File: config.mk
export PLATFORM = sky130hd
export DESIGN_NAME = hex_7_segment_capture_flat
export DESIGN_NICKNAME = d
export VERILOG_FILES = /design/src/rtl/hex_7_segment_capture_if.sv /design/src/rtl/hex_7_segment_capture.sv /design/src/flat_wrapper.sv
export SDC_FILE = /design/constraint.sdc
export NUM_CORES = 1
export LEC_CHECK = 0
export BUFFER_PORTS_ARGS = -buffer_cell sky130_fd_sc_hd__buf_2
export CORE_UTILIZATION = 53
export DETAILED_ROUTE_END_ITERATION = 8
export GPL_TIMING_DRIVEN = 0
export MAX_ROUTING_LAYER = met4
export PLACE_DENSITY = 0.76
export SETUP_SLACK_MARGIN = 0.2
export SYNTH_ARGS = -nofsm -noshare
export SYNTH_HDL_FRONTEND = slang
export SYNTH_SLANG_ARGS = --single-unit
File: constraint.sdc
create_clock -name clk -period 2.8 [get_ports clk]
set_clock_uncertainty 0.2 [all_clocks]
set_input_delay 0.28 -clock clk [delete_from_list [all_inputs] [get_ports clk]]
set_output_delay 0.28 -clock clk [all_outputs]
set_load 0.005 [all_outputs]
File: src/rtl/hex_7_segment_capture_if.sv
// Display-bus bundle between a hex 7-segment driver (master) and the capture monitor (slave).
// The master drives the multiplexed segment/anode bus and observes the reassembled result.
interface hex_7_segment_capture_if;
  logic [6:0]  a_to_g;      // active-low segments, bit6=a .. bit0=g
  logic [3:0]  an;          // active-high one-hot digit enables
  logic [15:0] x;           // last complete reassembled word
  logic        x_valid;     // one-clock pulse when x is refreshed
  logic        decode_err;  // one-clock pulse on a stable, non-hex pattern
  logic [3:0]  frame_seen;  // digits captured so far in the current frame

  modport master (
    output a_to_g, an,
    input  x, x_valid, decode_err, frame_seen
  );

  modport slave (
    input  a_to_g, an,
    output x, x_valid, decode_err, frame_seen
  );
endinterface

File: src/rtl/hex_7_segment_capture.sv
// Receive side of the hex 7-segment display path: waits for each multiplexed digit to
// dwell stably for SETTLE samples, decodes its glyph back to a nibble and reassembles
// the 16-bit word once all four digits of a frame have been captured.
module hex_7_segment_capture #(
  parameter int SETTLE = 16,  // identical consecutive samples needed for a capture (>= 2)
  parameter int CNT_W  = 5    // dwell counter width, 2**CNT_W > SETTLE
) (
  input  logic                    clk,
  input  logic                    clr,
  hex_7_segment_capture_if.slave  bus
);

  typedef enum logic [1:0] {
    BLANK    = 2'd0,  // no single digit enabled
    SETTLING = 2'd1,  // one digit enabled, waiting for the pattern to dwell
    HELD     = 2'd2   // digit captured for this dwell, waiting for a change
  } state_t;

  localparam logic [CNT_W-1:0] SETTLE_C = CNT_W'(SETTLE);

  // Input stage and the previous registered sample used for change detection.
  logic [6:0]       a_r, a_q;
  logic [3:0]       an_r, an_q;

  state_t           state, state_nx;
  logic [CNT_W-1:0] cnt, cnt_nx;

  logic             same, one_hot;
  logic             capture, cap_ok, cap_bad;
  logic             glyph_ok;
  logic [3:0]       nibble;
  logic [1:0]       idx;

  logic [15:0]      slots;
  logic [15:0]      x_q;
  logic [3:0]       seen;
  logic             x_valid_q, err_q;

  // Maps an active-low segment pattern to {valid, nibble}.
  function automatic logic [4:0] decode_glyph(input logic [6:0] seg);
    logic [4:0] r;
    r = 5'b0_0000;
    case (seg)
      7'b0000001: r = {1'b1, 4'h0};
      7'b1001111: r = {1'b1, 4'h1};
      7'b0010010: r = {1'b1, 4'h2};
      7'b0000110: r = {1'b1, 4'h3};
      7'b1001100: r = {1'b1, 4'h4};
      7'b0100100: r = {1'b1, 4'h5};
      7'b0100000: r = {1'b1, 4'h6};
      7'b0001111: r = {1'b1, 4'h7};
      7'b0000000: r = {1'b1, 4'h8};
      7'b0000100: r = {1'b1, 4'h9};
      7'b0001000: r = {1'b1, 4'hA};
      7'b1100000: r = {1'b1, 4'hB};
      7'b0110001: r = {1'b1, 4'hC};
      7'b1000010: r = {1'b1, 4'hD};
      7'b0110000: r = {1'b1, 4'hE};
      7'b0111000: r = {1'b1, 4'hF};
      default:    r = 5'b0_0000;
    endcase
    return r;
  endfunction

  // Register the raw bus once and keep the prior registered sample for comparison.
  // NOTE: every clocked assignment is non-blocking so each stage sees last-edge values.
  always_ff @(posedge clk) begin
    if (clr) begin
      a_r  <= 7'h7F;
      an_r <= 4'h0;
      a_q  <= 7'h7F;
      an_q <= 4'h0;
    end else begin
      a_r  <= bus.a_to_g;
      an_r <= bus.an;
      a_q  <= a_r;
      an_q <= an_r;
    end
  end

  assign same    = (an_r == an_q) && (a_r == a_q);
  assign one_hot = $onehot(an_r);

  // FSM state and dwell counter register.
  always_ff @(posedge clk) begin
    if (clr) begin
      state <= BLANK;
      cnt   <= '0;
    end else begin
      state <= state_nx;
      cnt   <= cnt_nx;
    end
  end

  // Next-state and dwell-count logic; the counter stops at SETTLE while HELD.
  // NOTE: defaults first so no path through this block leaves a latch behind.
  always_comb begin
    state_nx = state;
    cnt_nx   = cnt;
    if (!one_hot) begin
      state_nx = BLANK;
      cnt_nx   = '0;
    end else begin
      case (state)
        BLANK: begin
          state_nx = SETTLING;
          cnt_nx   = CNT_W'(1);
        end
        SETTLING: begin
          if (same) begin
            cnt_nx = cnt + CNT_W'(1);
            if (cnt_nx == SETTLE_C) state_nx = HELD;
          end else begin
            cnt_nx = CNT_W'(1);
          end
        end
        HELD: begin
          if (!same) begin
            state_nx = SETTLING;
            cnt_nx   = CNT_W'(1);
          end
        end
        default: begin
          state_nx = BLANK;
          cnt_nx   = '0;
        end
      endcase
    end
  end

  // Capture strobes: a dwell completes exactly on the SETTLING->HELD transition.
  always_comb begin
    capture            = (state == SETTLING) && (state_nx == HELD);
    {glyph_ok, nibble} = decode_glyph(a_r);
    cap_ok             = capture && glyph_ok;
    cap_bad            = capture && !glyph_ok;
    case (an_r)
      4'b0010: idx = 2'd1;
      4'b0100: idx = 2'd2;
      4'b1000: idx = 2'd3;
      default: idx = 2'd0;
    endcase
  end

  // Slot storage, frame tracking and word assembly.
  always_ff @(posedge clk) begin
    if (clr) begin
      slots     <= '0;
      seen      <= '0;
      x_q       <= '0;
      x_valid_q <= 1'b0;
      err_q     <= 1'b0;
    end else begin
      x_valid_q <= 1'b0;
      err_q     <= cap_bad;
      if (seen == 4'hF) begin
        // Publish the completed frame; a capture on this edge opens the next one.
        x_q       <= slots;
        x_valid_q <= 1'b1;
        seen      <= cap_ok ? an_r : 4'h0;
      end else if (cap_ok) begin
        seen <= seen | an_r;
      end
      if (cap_ok) slots[{idx, 2'b00} +: 4] <= nibble;
    end
  end

  assign bus.x          = x_q;
  assign bus.x_valid    = x_valid_q;
  assign bus.decode_err = err_q;
  assign bus.frame_seen = seen;

endmodule

File: src/flat_wrapper.sv
// flat-port wrapper written by rule: the top's interface ports become plain ports
module hex_7_segment_capture_flat 
#(
  parameter int SETTLE = 16,                                                              
  parameter int CNT_W  = 5                                             
)
  (clk, clr, bus_a_to_g, bus_an, bus_x, bus_x_valid, bus_decode_err, bus_frame_seen);
  hex_7_segment_capture_if bus_i ();
  input  logic clk;
  input  logic clr;
  input wire logic [$bits(bus_i.a_to_g)-1:0] bus_a_to_g;
  input wire logic [$bits(bus_i.an)-1:0] bus_an;
  output wire logic [$bits(bus_i.x)-1:0] bus_x;
  output wire logic [$bits(bus_i.x_valid)-1:0] bus_x_valid;
  output wire logic [$bits(bus_i.decode_err)-1:0] bus_decode_err;
  output wire logic [$bits(bus_i.frame_seen)-1:0] bus_frame_seen;
  assign bus_i.a_to_g = bus_a_to_g;
  assign bus_i.an = bus_an;
  assign bus_x = bus_i.x;
  assign bus_x_valid = bus_i.x_valid;
  assign bus_decode_err = bus_i.decode_err;
  assign bus_frame_seen = bus_i.frame_seen;
  hex_7_segment_capture #(.SETTLE(SETTLE), .CNT_W(CNT_W)) u_core (.clk(clk), .clr(clr), .bus(bus_i));
endmodule
* Word-level counts from Yosys, hierarchy flattened
Index checks and enable logic that the tools add are counted.
** Storage, ports and cells
- Memories kept :: 0
- Bits in writable memories :: 0
- ROM bits :: 0
- Output and inout bits :: 22
- Latch bits :: 0
- Bits in registers :: 67
** Operators by class
- Bitwise operators :: 2
- Div/mod/pow operators :: 0
- $lt $le $gt $ge :: 0
- Add/subtract/negate cells :: 5
- Equal/unequal tests :: 27
- Multiply operators :: 0
- Reduce and logical (&&, ||, !) cells :: 9
- Mux-type cells :: 15
- Shift operators :: 2
** Operators by type and width (count)
- $pmux W5 S16 :: 1
- $eq A7 B6 Y1 const B :: 5
- $eq A7 B7 Y1 const B :: 4
- $bwmux W16 :: 1
- $shift A4 B6 Y16 const A :: 1
- $shiftx A4 B6 Y16 :: 1
- $pmux W5 S3 :: 1
- $eq A7 B3 Y1 const B :: 2
- $eq A7 B4 Y1 const B :: 2
- $mux W4 :: 3
- $pmux W2 S3 :: 2
- $mux W5 :: 2
- $eq A4 B4 Y1 const B :: 2
- $mux W2 :: 4
- $eq A7 B1 Y1 const B :: 1
- $eq A7 B5 Y1 const B :: 1
- $eq A7 B7 Y1 :: 1
- $logic_not A7 Y1 :: 1
- $neg A4 Y6 :: 1
- $add A5 B1 Y5 const B :: 1
- $eq A5 B5 Y1 const B :: 1
- $add A1 B1 Y2 :: 2
- $eq A2 B2 Y1 const B :: 2
- $eq A4 B2 Y1 const B :: 1
- other kinds (14) :: 17

* Logic depth before layout (Yosys ltp)
- Depth in word-level cells :: 11
- Depth in mapped cells :: 9

* Worst setup path before layout
No wires, ideal clock.
- Path kind :: register to register
- Start point :: register u_core.an_r[2]
- End point :: register u_core.slots[0]
- Arrival time :: 2.660 ns
- Path slack :: -0.132 ns
- Stages on the path, launching flop included :: 9
- Period minus slack after synthesis :: 2.932 ns
- Cells stage by stage :: dfxtp_1 -> inv_1 -> ha_1 -> ha_1 -> fa_1 -> nor3b_1 -> nand4_2 -> a2111oi_4 -> mux2i_1
** Between the ends
- Cells in the longest elaborated chain, start to end :: 8
** Ends and longest elaborated chain
- start, declared :: line hex_7_segment_capture.sv:23 : logic [3:0] an_r, an_q;
- start signal, assigned :: line hex_7_segment_capture.sv:75 : an_r <= bus.an;
- branches (longest 8 deep; another with $neg A4 Y6)
- end signal, assigned by index :: line hex_7_segment_capture.sv:164 : if (cap_ok) slots[{idx, 2'b00} +: 4] <= nibble;
- end, declared :: line hex_7_segment_capture.sv:34 : logic [15:0] slots;
Several ways; the timed one is not identified.
A chain may end at the register's enable or synchronous reset.

* Worst setup path in the final report
- Start point :: register u_core.an_r[1]
- End point :: register u_core.slots[8]
Same word-level chain as after synthesis.

==> impl_metrics.csv <==
group,metric,value,unit
clocking,cts.sinks,67,
yosys,ys_types,64,
place,place.gp.congestion,0.951,
power,p_per_area,508,nW/um2
route,drt-initial-drc-count,247,
yosys,ys_seq_area_frac,0.399,
yosys,synthCells,358,
worst_setup_path,path_max_fanout,4,
yosys,syn-num-nets,385,
clocking,cts_buffer_depth,2,
clocking,root_buffer,"clkbuf_8",
layout,drive_gt1_frac,0.308,
floorplan,start_util,0.557,
sta,finalCriticalPeriod,2.69,ns
worst_setup_path,max_stage_delay,0.48,ns
place,hpwl,5040,um
layout,seq_area,1350,um2
worst_setup_path,worst-endpoint-arrival,2.76,ns
power,peakVddDrop,0.435,mV
grt,grt_pass1_wl,12200,um
worst_setup_path,end_kind,"register",
worst_setup_path,worstPathCellList,"inv_4 > ha_4 > ha_4 > fa_1 > nor3b_4 > buf_4 > nand3_4 > a2111oi_4 > buf_4 > mux2i_1",
grt,antenna_found_initial,0,
worst_setup_path,r2r_start,"u_core.an_r[1]",
yosys,synth_flop_cell,"dfxtp_1",
clocking,tritoncts,"yes",
yosys,synth_area,3360,um2
place,portBuffers,34,
yosys,yosys_warnings,0,
floorplan,ios,35,
clocking,cts_buffers,9,
clocking,clk-insertion-delay-late,0.34,ns
worst_setup_path,reg2reg_depth,10,
worst_setup_path,critPathLaunch,"u_core.an_r[1]",
sta,max_freq,372,MHz
layout,final_common_cell,"dfxtp_1",
floorplan,die_width,81.6,um
layout,fill_cells,438,
route,wire_per_inst,15.0,um
floorplan,core_region_area,6030,um2
layout,multi_input_area,1990,um2
yosys,synth-edff-count,0,
route,dr.pass1.iters,4,
route,viasPerCell,5.49,
worst_setup_path,cpMaxStageDelayCell,"fa_1",
sta,relSlewSlack,0.554,
sta,setup-violations-final,0,
grt,grt_max_degree,13,
worst_setup_path,reg2reg_to,"u_core.slots[8]",
route,ant_nets,0,
flow_run,cap_viol_max_count,0,
route,vias,2785,
power,p_leak,0.00160,uW
clocking,clk_pin_slew_worst_paths,0.07,ns
floorplan,die_y,81.6,um
sta,worst_pin_slew,0.669,ns
yosys,ys_seq_elements,67,
layout,areaGrowthSynthToFinish,25.5,%
grt,grt_pass1_vias,2620,
worst_setup_path,crit_required,2.87,ns
run_status,outcome,"finished, final reports clean",
sta,rsz0062_at_grt,"true",
layout,num_antenna_cells,0,
worst_setup_path,worstSetupStartpointType,"register",
grt,grt_usage,0.252,
place,place_area,3630,um2
clocking,htree_levels,3,
sta,whs,0.164,ns
route,drt_wl_total,7590,um
sta,drv_slew,0,
route,route.detailed.drc,0,
sta,hold_violations,0,
sta,finalCritPeriodShare,0.960,
layout,layout_common_cells,"63 x dfxtp_1, 47 x nand2_1, 38 x buf_2, 20 x a21oi_1",
worst_setup_path,rrSetupSlack,0.11,ns
yosys,syn_area_per_cell,9.38,um2
grt,overflow,0,
layout,fin_area,4220,um2
floorplan,dieArea,6660,um2
yosys,async_reset_ff_frac,0,
worst_setup_path,critPathCapture,"u_core.slots[8]",
floorplan,placementRows,28,
layout,fin_nets,454,
worst_setup_path,critPathKind,"register to register",
worst_hold_path,hold_path_class,"input pin to register",
[worst min path at each step]
| stage | from | end | slack (ns) | cells after the start |
|---|---|---|---|---|
| 2_1_floorplan | bus_a_to_g[0] | u_core.a_r[0] | 0.18 | 1 |
| 3_3_place_gp | u_core.bus.x[15] | u_core.bus.x[15] | 0.24 | 2 |
| 3_5_place_dp | u_core.bus.x[11] | u_core.bus.x[11] | 0.24 | 2 |
| 4_1_cts | clr | u_core.cnt[0] | 0.10 | 4 |
| 5_1_grt | clr | u_core.cnt[0] | 0.18 | 4 |
| 6_report | clr | u_core.cnt[0] | 0.16 | 4 |
[stage by stage]
step,setup TNS [ns],utilization,setup WS [ns],total power [uW],cells
2_1_floorplan,0,-,0.202,1150,358
3_3_place_gp,-0.111,0.603,-0.0263,1180,467
3_5_place_dp,-0.334,0.603,-0.0452,1190,467
4_1_cts,0,0.688,0.0601,2120,505
5_1_grt,0,0.700,0.000473,2220,507
6_report,0,0.700,0.112,2140,507
[layer usage]
metal  routed length (um)  global-route usage  vias up
li1                     -                   -     1388
met1                 3360               0.299     1294
met2                 3700               0.409       79
met3                  363              0.0467       24
met4                  168               0.123        0
met5                    0                   -        -
[sequential cells by signal, indices dropped and copies added (netlist names)]
name                   cells
u_core.cnt                 5
u_core.bus.decode_err      1
u_core.bus.frame_seen      4
u_core.an_r                4
u_core.bus.x_valid         1
u_core.state               2
u_core.bus.x              16
u_core.a_r                 7
u_core.slots              16
u_core.a_q                 7
u_core.an_q                4
[cell type report]
type	instances	share of cell area
Inverter	14	0.0148
Sequential cell	67	0.321
Clock buffer	10	0.0327
Clock inverter	6	0.0211
Tap cell	75	0.0223
Multi-Input combinational cell	256	0.471
Timing Repair Buffer	58	0.0896
Buffer	21	0.0279
[critical path, delay by kind of cell, from the launching register on]
kind / cells / cell delay, ns
simple gates: 2 / 0.37
buf+inv: 3 / 0.43
flops: 1 / 0.36
fa+ha+maj: 3 / 0.87
mux: 1 / 0.18
compound gates: 1 / 0.21
[power breakdown]
part / internal, uW / switching [uW]
combinational: 118 / 136
clock: 525 / 376
sequential: 971 / 16.7
[cell families after synthesis]
kind of cell,synth area share
fa+ha+maj,0.0544
buf+inv,0.0507
flops,0.399
simple gates,0.275
xor+xnor,0.0361
compound gates,0.158
mux,0.0272
[synth_stat cells (all sizes together), types with 6 or more instances]
library cell	count	area, um2
clkbuf	11	41.3
nand3	6	35.0
o21ai	11	55.1
nor2b	12	75.1
nand2b	15	93.8
nand2	49	186
buf	10	76.3
mux2i	8	80.1
inv	14	52.6
dfxtp	67	1340
xor2	13	121
a21oi	20	100
nor2	14	52.6
nor4b	6	52.6
or2	16	100
ha	13	163
[timing repair]
action,CTS,global route
setup endpoints to repair,21,22
gates resized for setup,16,11
endpoints found under the hold margin,11,0
hold buffers,11,0
pin swaps,7,11
setup buffers,11,2
Note: power is estimated with default switching activity, not from simulation.
